--- src/rtl/mul_pkg.sv ---
`default_nettype none
// ============================================================================
//  Module      : mul_pkg
//  Description : Shared types and helpers for the schoolbook row sequencer.
//  Revision    : 1.0 - initial release
// ============================================================================
package mul_pkg;

    localparam int NUM_WORDS_DEFAULT = 64;

    // Index width that stays legal when only one word is configured.
    function automatic int idx_width(input int n);
        return (n > 1) ? $clog2(n) : 1;
    endfunction

    localparam int WORD_IDX_W = idx_width(NUM_WORDS_DEFAULT);

    typedef enum logic [2:0] {
        IDLE  = 3'd0,
        FETCH = 3'd1,
        MUL   = 3'd2,
        SEND  = 3'd3,
        DRAIN = 3'd4,
        DONE  = 3'd5
    } mul_seq_state_t;

endpackage
`default_nettype wire

--- src/rtl/mul_row_sequencer_if.sv ---
`default_nettype none
// ============================================================================
//  Module      : mul_row_sequencer_if
//  Description : Operand-memory, accumulator and control bus of the sequencer.
//  Revision    : 1.0 - initial release
// ============================================================================
interface mul_row_sequencer_if #(
    parameter int register_size = 32,
    parameter int num_words     = 64,
    parameter int desired_size  = 2080
) ();
    import mul_pkg::*;

    localparam int IDX_W = idx_width(num_words);
    localparam int PAD_W = $clog2(desired_size) + 1;

    logic                     start_in;
    logic [IDX_W-1:0]         a_addr_out;
    logic [IDX_W-1:0]         b_addr_out;
    logic [register_size-1:0] a_data_in;
    logic [register_size-1:0] b_data_in;
    logic [register_size-1:0] high_out;
    logic [register_size-1:0] low_out;
    logic [PAD_W-1:0]         padding_out;
    logic                     valid_out;
    logic                     store_ready_in;
    logic                     busy_out;
    logic                     done_out;

    modport master (
        input  start_in, a_data_in, b_data_in, store_ready_in,
        output a_addr_out, b_addr_out, high_out, low_out, padding_out,
               valid_out, busy_out, done_out
    );

    modport slave (
        output start_in, a_data_in, b_data_in, store_ready_in,
        input  a_addr_out, b_addr_out, high_out, low_out, padding_out,
               valid_out, busy_out, done_out
    );

endinterface
`default_nettype wire

--- src/rtl/word_multiplier.sv ---
`default_nettype none
// ============================================================================
//  Module      : word_multiplier
//  Description : Registered unsigned word x word multiplier with load enable.
//  Revision    : 1.0 - initial release
// ============================================================================
module word_multiplier #(
    parameter int register_size = 32
) (
    input  wire logic                       clk_in,
    input  wire logic                       rst_in,
    input  wire logic                       en_i,
    input  wire logic [register_size-1:0]   a_i,
    input  wire logic [register_size-1:0]   b_i,
    output logic      [2*register_size-1:0] product_o
);
    logic [2*register_size-1:0] product_q;

    always_ff @(posedge clk_in or posedge rst_in) begin
        if (rst_in) begin
            product_q <= '0;
        end else if (en_i) begin
            product_q <= {{register_size{1'b0}}, a_i} * {{register_size{1'b0}}, b_i};
        end
    end

    assign product_o = product_q;

endmodule
`default_nettype wire

--- src/rtl/mul_row_sequencer.sv ---
`default_nettype none
// ============================================================================
//  Module      : mul_row_sequencer
//  Description : Walks B rows x A columns, feeding word products to mul_store.
//  Revision    : 1.0 - initial release
// ============================================================================
module mul_row_sequencer #(
    parameter int register_size = 32,
    parameter int num_words     = 64,
    parameter int desired_size  = 2080
) (
    input  wire logic          clk_in,
    input  wire logic          rst_in,
    mul_row_sequencer_if.master bus
);
    import mul_pkg::*;

    localparam int               IDX_W    = idx_width(num_words);
    localparam int               PAD_W    = $clog2(desired_size) + 1;
    localparam logic [IDX_W-1:0] LAST_IDX = IDX_W'(num_words - 1);

    mul_seq_state_t             state_q;
    logic [IDX_W-1:0]           row_q;
    logic [IDX_W-1:0]           col_q;
    logic                       valid_q;
    logic                       done_q;
    logic                       seen_low_q;
    logic                       mul_en;
    logic [2*register_size-1:0] product;

    assign mul_en = (state_q == MUL);

    word_multiplier #(
        .register_size (register_size)
    ) u_word_multiplier (
        .clk_in    (clk_in),
        .rst_in    (rst_in),
        .en_i      (mul_en),
        .a_i       (bus.a_data_in),
        .b_i       (bus.b_data_in),
        .product_o (product)
    );

    always_ff @(posedge clk_in or posedge rst_in) begin
        if (rst_in) begin
            state_q    <= IDLE;
            row_q      <= '0;
            col_q      <= '0;
            valid_q    <= 1'b0;
            done_q     <= 1'b0;
            seen_low_q <= 1'b0;
        end else begin
            done_q <= 1'b0;
            case (state_q)
                IDLE: begin
                    if (bus.start_in) begin
                        row_q   <= '0;
                        col_q   <= '0;
                        state_q <= FETCH;
                    end
                end
                FETCH: state_q <= MUL;
                MUL: begin
                    valid_q <= 1'b1;
                    state_q <= SEND;
                end
                SEND: begin
                    if (bus.store_ready_in) begin
                        valid_q <= 1'b0;
                        if (col_q == LAST_IDX) begin
                            col_q      <= '0;
                            seen_low_q <= 1'b0;
                            state_q    <= DRAIN;
                        end else begin
                            col_q   <= col_q + 1'b1;
                            state_q <= FETCH;
                        end
                    end
                end
                // A ready still high from the last transfer is not a drain;
                // the row only advances after ready has dropped and returned.
                DRAIN: begin
                    if (!bus.store_ready_in) begin
                        seen_low_q <= 1'b1;
                    end else if (seen_low_q) begin
                        seen_low_q <= 1'b0;
                        if (row_q == LAST_IDX) begin
                            done_q  <= 1'b1;
                            state_q <= DONE;
                        end else begin
                            row_q   <= row_q + 1'b1;
                            state_q <= FETCH;
                        end
                    end
                end
                DONE: begin
                    row_q   <= '0;
                    state_q <= IDLE;
                end
                default: state_q <= IDLE;
            endcase
        end
    end

    assign bus.a_addr_out  = col_q;
    assign bus.b_addr_out  = row_q;
    assign bus.high_out    = product[2*register_size-1:register_size];
    assign bus.low_out     = product[register_size-1:0];
    assign bus.padding_out = PAD_W'(row_q);
    assign bus.valid_out   = valid_q;
    assign bus.done_out    = done_q;
    assign bus.busy_out    = (state_q != IDLE);

endmodule
`default_nettype wire
--- src/flat_wrapper.sv ---
// flat-port wrapper written by rule: the top's interface ports become plain ports
module mul_row_sequencer_flat import mul_pkg::*;
#(
    parameter int register_size = 32,
    parameter int num_words     = 64,
    parameter int desired_size  = 2080
)
  (clk_in, rst_in, bus_start_in, bus_a_data_in, bus_b_data_in, bus_store_ready_in, bus_a_addr_out, bus_b_addr_out, bus_high_out, bus_low_out, bus_padding_out, bus_valid_out, bus_busy_out, bus_done_out);
  mul_row_sequencer_if #(.register_size(register_size), .num_words(num_words), .desired_size(desired_size)) bus_i ();
  input  wire logic clk_in;
  input  wire logic rst_in;
  input wire logic [$bits(bus_i.start_in)-1:0] bus_start_in;
  input wire logic [$bits(bus_i.a_data_in)-1:0] bus_a_data_in;
  input wire logic [$bits(bus_i.b_data_in)-1:0] bus_b_data_in;
  input wire logic [$bits(bus_i.store_ready_in)-1:0] bus_store_ready_in;
  output wire logic [$bits(bus_i.a_addr_out)-1:0] bus_a_addr_out;
  output wire logic [$bits(bus_i.b_addr_out)-1:0] bus_b_addr_out;
  output wire logic [$bits(bus_i.high_out)-1:0] bus_high_out;
  output wire logic [$bits(bus_i.low_out)-1:0] bus_low_out;
  output wire logic [$bits(bus_i.padding_out)-1:0] bus_padding_out;
  output wire logic [$bits(bus_i.valid_out)-1:0] bus_valid_out;
  output wire logic [$bits(bus_i.busy_out)-1:0] bus_busy_out;
  output wire logic [$bits(bus_i.done_out)-1:0] bus_done_out;
  assign bus_i.start_in = bus_start_in;
  assign bus_i.a_data_in = bus_a_data_in;
  assign bus_i.b_data_in = bus_b_data_in;
  assign bus_i.store_ready_in = bus_store_ready_in;
  assign bus_a_addr_out = bus_i.a_addr_out;
  assign bus_b_addr_out = bus_i.b_addr_out;
  assign bus_high_out = bus_i.high_out;
  assign bus_low_out = bus_i.low_out;
  assign bus_padding_out = bus_i.padding_out;
  assign bus_valid_out = bus_i.valid_out;
  assign bus_busy_out = bus_i.busy_out;
  assign bus_done_out = bus_i.done_out;
  mul_row_sequencer #(.register_size(register_size), .num_words(num_words), .desired_size(desired_size)) u_core (.clk_in(clk_in), .rst_in(rst_in), .bus(bus_i));
endmodule
--- config.mk ---
export PLATFORM = sky130hd
export DESIGN_NAME = mul_row_sequencer_flat
export DESIGN_NICKNAME = d
export VERILOG_FILES = /design/src/rtl/mul_pkg.sv /design/src/rtl/mul_row_sequencer_if.sv /design/src/rtl/word_multiplier.sv /design/src/rtl/mul_row_sequencer.sv /design/src/flat_wrapper.sv
export SDC_FILE = /design/constraint.sdc
export NUM_CORES = 2
export LEC_CHECK = 0
export ABC_AREA = 0
export CORE_UTILIZATION = 35
export DETAILED_ROUTE_END_ITERATION = 8
export PLACE_DENSITY = 0.52
export SLEW_MARGIN = 0
export SYNTH_ARGS = -nofsm -noshare
export SYNTH_HDL_FRONTEND = slang
export SYNTH_SLANG_ARGS = --single-unit
--- constraint.sdc ---
create_clock -name clk_in -period 3.94 [get_ports clk_in]
set_input_delay 0.591 -clock clk_in [delete_from_list [all_inputs] [get_ports clk_in]]
set_output_delay 0.591 -clock clk_in [all_outputs]
set_load 0.01 [all_outputs]
==> impl_metrics.xml <==
<?xml version="1.0" encoding="UTF-8"?>
<metrics>
  <group name="run_status">
    <metric name="status" unit="">finished, violations left</metric>
    <metric name="failed_checks" unit="">setup timing</metric>
  </group>
  <group name="die">
    <metric name="starting_density" unit="">0.356</metric>
    <metric name="floorplan.die.height" unit="um">325</metric>
    <metric name="i_o_pin_count" unit="">160</metric>
    <metric name="core_area" unit="sq mm">0.102</metric>
    <metric name="dieArea" unit="sq mm">0.105</metric>
    <metric name="core.rowCount" unit="">117</metric>
    <metric name="fp.dieW" unit="um">325</metric>
  </group>
  <group name="setup_path">
    <metric name="timing.critical_path.required" unit="ns">4.17</metric>
    <metric name="critical_path_arrival" unit="ns">7.57</metric>
    <metric name="critPathKind" unit="">input pin to flop</metric>
    <metric name="worstRegToRegCells" unit="">5</metric>
    <metric name="worstSetupEndpointType" unit="">flop</metric>
    <metric name="terminus_of_the_critical_flop_to_flop_path" unit="">u_core.u_word_multiplier.product_o[60]$_DFFE_PP0P_</metric>
    <metric name="worst_path_fanout_max" unit="">11</metric>
    <metric name="crit_path_start_kind" unit="">input pin</metric>
    <metric name="r2r_setup_slack" unit="ns">1.63</metric>
    <metric name="timing.rr.start" unit="">u_core.state_q[2]$_DFFE_PP0P_</metric>
  </group>
  <group name="global_route">
    <metric name="globalRoute.totalOverflow" unit="">0</metric>
    <metric name="grtUsageTotal" unit="">0.227</metric>
    <metric name="grt_pass1_wl" unit="um">184000</metric>
    <metric name="grt_max_degree" unit="">69</metric>
    <metric name="grt_antenna_before_repair" unit="">4</metric>
    <metric name="grt_pass1_vias" unit="">31200</metric>
  </group>
  <group name="final_layout">
    <metric name="layout.cells.most_common_list" unit="">sky130_fd_sc_hd__inv_1 (820), sky130_fd_sc_hd__fa_1 (801), sky130_fd_sc_hd__nand2_1 (560)</metric>
    <metric name="design.final.nets" unit="">5849</metric>
    <metric name="post_layout_nonfiller_instances" unit="">5993</metric>
    <metric name="final_layout_size_suffix_gt1_frac" unit="">0.261</metric>
    <metric name="layout.cells.most_common" unit="">sky130_fd_sc_hd__inv_1</metric>
    <metric name="n_antenna_cell" unit="">0</metric>
    <metric name="area_growth" unit="%">33.4</metric>
  </group>
  <group name="timing">
    <metric name="worst_clock_skew" unit="ns">0.00761</metric>
    <metric name="postLayoutSetupSlackWorst" unit="ns">-3.40</metric>
    <metric name="timing.hold.ws" unit="ns">0.471</metric>
    <metric name="worst_slew_margin_rel" unit="">0.472</metric>
    <metric name="final.period_utilization" unit="">1.86</metric>
    <metric name="finalHoldViolations" unit="">0</metric>
    <metric name="timing.final.crit_period" unit="ns">7.34</metric>
    <metric name="worst_slew_pin_slew" unit="ns">0.791</metric>
    <metric name="unrepaired_setup_endpoints_after_global_routing" unit="">true</metric>
    <metric name="maxClockFrequency" unit="GHz">0.136</metric>
    <metric name="final-max-slew-violation-count" unit="">0</metric>
    <metric name="report.final.setup_viol" unit="">58</metric>
  </group>
  <group name="placed_design">
    <metric name="dpl.cell_count" unit="">5775</metric>
    <metric name="place_hpwl" unit="um">91700</metric>
    <metric name="buffer_ports.inserted" unit="">152</metric>
    <metric name="rd_place_congestion" unit="">0.853</metric>
  </group>
  <group name="drt">
    <metric name="detail_route.vias_per_cell" unit="">4.79</metric>
    <metric name="vias" unit="">28700</metric>
    <metric name="initial_drt_markers" unit="">1605</metric>
    <metric name="drc" unit="">0</metric>
    <metric name="drt_pass1_iterations" unit="">5</metric>
    <metric name="drt_wl_total" unit="um">117000</metric>
    <metric name="detail-route-antenna-nets" unit="">0</metric>
    <metric name="routed_wire_per_std_cell" unit="um">19.6</metric>
  </group>
  <group name="synth">
    <metric name="postSynthCellCount" unit="">4021</metric>
    <metric name="combined_area_of_all_synthesized_cells" unit="sq mm">0.0364</metric>
    <metric name="ys.flop_type" unit="">sky130_fd_sc_hd__dfrtp_1</metric>
    <metric name="synthesis.yosys.warnings" unit="">0</metric>
    <metric name="netlist-cell-type-count" unit="">67</metric>
    <metric name="ys_ff_latch" unit="">82</metric>
    <metric name="proportion_of_synthesized_chip_area_in_sequential_cells" unit="">0.0563</metric>
    <metric name="synth-edff-count" unit="">0</metric>
    <metric name="synthArstFlopShare" unit="">1.00</metric>
    <metric name="syn-mean-instance-area" unit="sq um">9.06</metric>
  </group>
  <group name="worst_hold_path">
    <metric name="hold_path_class" unit="">flop to flop</metric>
    <metric name="holdPathEnd" unit="">u_core.u_word_multiplier.product_o[0]$_DFFE_PP0P_</metric>
    <metric name="hold-path-cell-count" unit="">2</metric>
    <metric name="hold_start" unit="">u_core.u_word_multiplier.product_o[0]$_DFFE_PP0P_</metric>
  </group>
  <group name="clocking">
    <metric name="cts-hold-fix-buffers" unit="">0</metric>
    <metric name="cts.root.buffer_cell" unit="">sky130_fd_sc_hd__clkbuf_16</metric>
    <metric name="cts_buffer_depth" unit="">2</metric>
    <metric name="clock_tree_from_tritoncts" unit="">yes</metric>
    <metric name="clk_pin_slew" unit="ns">0.06</metric>
    <metric name="clkSinkCount" unit="">82</metric>
    <metric name="htree_num_levels" unit="">3</metric>
    <metric name="insertion_delay" unit="ns">0.35</metric>
    <metric name="numCtsBuffers" unit="">9</metric>
  </group>
  <group name="flow_run">
    <metric name="cap_viol_max_count" unit="">0</metric>
  </group>
</metrics>
[registers in the layout (all words and copies together), names as in the netlist]
signal and cells:
u_core.seen_low_q 1, u_core.bus.done_out 1, u_core.state_q 3, u_core.bus.a_addr_out 6, u_core.u_word_multiplier.product_o 64, u_core.bus.valid_out 1
u_core.bus.b_addr_out 6
[synth_stat cells, types with 3 or more instances]
cell                       number  share of area
sky130_fd_sc_hd__and2_1       587           0.10
sky130_fd_sc_hd__o21ai_1        8         0.0011
sky130_fd_sc_hd__o22ai_1        3        0.00052
sky130_fd_sc_hd__nand4_1       13         0.0022
sky130_fd_sc_hd__inv_1        881          0.091
sky130_fd_sc_hd__o31ai_1        5         0.0010
sky130_fd_sc_hd__or3_1          4        0.00069
sky130_fd_sc_hd__a21o_1        23         0.0047
sky130_fd_sc_hd__a31oi_1       12         0.0021
sky130_fd_sc_hd__o21ai_0      101          0.014
sky130_fd_sc_hd__a211oi_1       3        0.00062
sky130_fd_sc_hd__fa_1         896           0.49
sky130_fd_sc_hd__a21oi_1       77          0.011
sky130_fd_sc_hd__a221oi_1       3        0.00072
sky130_fd_sc_hd__o21bai_1      16         0.0033
sky130_fd_sc_hd__a21boi_0       3        0.00062
sky130_fd_sc_hd__nand2_1      585          0.060
sky130_fd_sc_hd__and3_1        19         0.0033
sky130_fd_sc_hd__nor2b_1        7         0.0012
sky130_fd_sc_hd__buf_4         13         0.0027
sky130_fd_sc_hd__xor2_1        28         0.0067
sky130_fd_sc_hd__nor4_1         3        0.00052
sky130_fd_sc_hd__nand2b_1       8         0.0014
sky130_fd_sc_hd__xnor2_1       32         0.0077
sky130_fd_sc_hd__nand3_1       20         0.0027
sky130_fd_sc_hd__clkbuf_1     224          0.023
sky130_fd_sc_hd__ha_1         265          0.091
sky130_fd_sc_hd__nor3_1         9         0.0012
sky130_fd_sc_hd__buf_2          3        0.00041
sky130_fd_sc_hd__nor2_1        45         0.0046
sky130_fd_sc_hd__dfrtp_1       82          0.056
[kinds of logic after synthesis]
logic type | after synthesis | share of synthesized area
AO/OA/AOI/OAI | 281 | 0.0466
XOR/XNOR | 60 | 0.0144
adder cells (fa/ha/maj) | 1161 | 0.583
buffers and inverters | 1122 | 0.117
flip-flops | 82 | 0.0563
multiplexers | 3 | 0.000893
other | 1 | 0.000103
AND/OR/NAND/NOR | 1311 | 0.181
[layer usage]
metal | global-route usage | vias up | routed length [um]
li1 | - | 12900 | -
met1 | 0.296 | 15100 | 48500
met2 | 0.411 | 540 | 62100
met3 | 0.0192 | 119 | 4240
met4 | 0.0422 | 0 | 2540
met5 | 0 | - | 0
[area by class of cell]
class,count,area (sq um)
Clock buffer,15,288
Timing Repair Buffer,823,8790
Fill cell,9845,53900
Sequential cell,82,2050
Multi-Input combinational cell,2823,32400
Inverter,881,3310
Tap cell,1368,1710
Clock inverter,1,30.0
[worst max-delay path, cell delays in order]
cell                        delay, ns
sky130_fd_sc_hd__buf_2           0.13
sky130_fd_sc_hd__bufbuf_16       0.28
sky130_fd_sc_hd__and2_4          0.14
sky130_fd_sc_hd__fa_1            0.52
sky130_fd_sc_hd__inv_2           0.04
sky130_fd_sc_hd__fa_1            0.51
sky130_fd_sc_hd__inv_2           0.04
sky130_fd_sc_hd__fa_1            0.49
sky130_fd_sc_hd__fa_2            0.62
sky130_fd_sc_hd__fa_1            0.46
sky130_fd_sc_hd__fa_1            0.50
sky130_fd_sc_hd__fa_2            0.61
sky130_fd_sc_hd__fa_1            0.48
sky130_fd_sc_hd__ha_4            0.27
sky130_fd_sc_hd__a21o_1          0.20
sky130_fd_sc_hd__a21oi_4         0.18
sky130_fd_sc_hd__o21bai_1        0.10
sky130_fd_sc_hd__a31oi_1         0.26
sky130_fd_sc_hd__nand3b_1        0.14
sky130_fd_sc_hd__o211ai_1        0.09
sky130_fd_sc_hd__buf_4           0.18
sky130_fd_sc_hd__a211oi_4        0.24
sky130_fd_sc_hd__buf_6           0.15
sky130_fd_sc_hd__a31o_1          0.16
sky130_fd_sc_hd__xnor2_1         0.11
sky130_fd_sc_hd__o21ai_1         0.07
[through the flow]
step | worst slack [ns] | utilization | instance area, sq um | TNS, ns
6_report | -3.40 | 0.474 | 48600 | -163.31
5_1_grt | -3.59 | 0.474 | 48600 | -174.48
4_1_cts | -3.44 | 0.461 | 47200 | -167.28
3_5_place_dp | -4.33 | 0.425 | 43500 | -214.01
3_3_place_gp | -4.37 | 0.425 | 43500 | -213.61
2_1_floorplan | -3.17 | - | 37500 | -138.56
[worst max-delay path by stage]
stage / startpoint / endpoint / cells after the start
2_1_floorplan: bus_a_data_in[29] / u_core.u_word_multiplier.product_o[63]$_DFFE_PP0P_ / 26
6_report: bus_a_data_in[9] / u_core.u_word_multiplier.product_o[61]$_DFFE_PP0P_ / 26
5_1_grt: bus_a_data_in[7] / u_core.u_word_multiplier.product_o[61]$_DFFE_PP0P_ / 30
4_1_cts: bus_a_data_in[20] / u_core.u_word_multiplier.product_o[56]$_DFFE_PP0P_ / 26
3_5_place_dp: bus_a_data_in[17] / u_core.u_word_multiplier.product_o[54]$_DFFE_PP0P_ / 27
3_3_place_gp: bus_b_data_in[4] / u_core.u_word_multiplier.product_o[54]$_DFFE_PP0P_ / 27
[timing repair]
action	4_1_cts	5_1_grt
hold endpoints to repair	0	0
resized for setup	559	359
buffers inserted	141	44
cloned	31	2
setup endpoints to repair	60	59
pin swaps	238	237
Power is not shown: default switching activity piles up to over one toggle a cycle in this logic, so the estimate is an artifact.
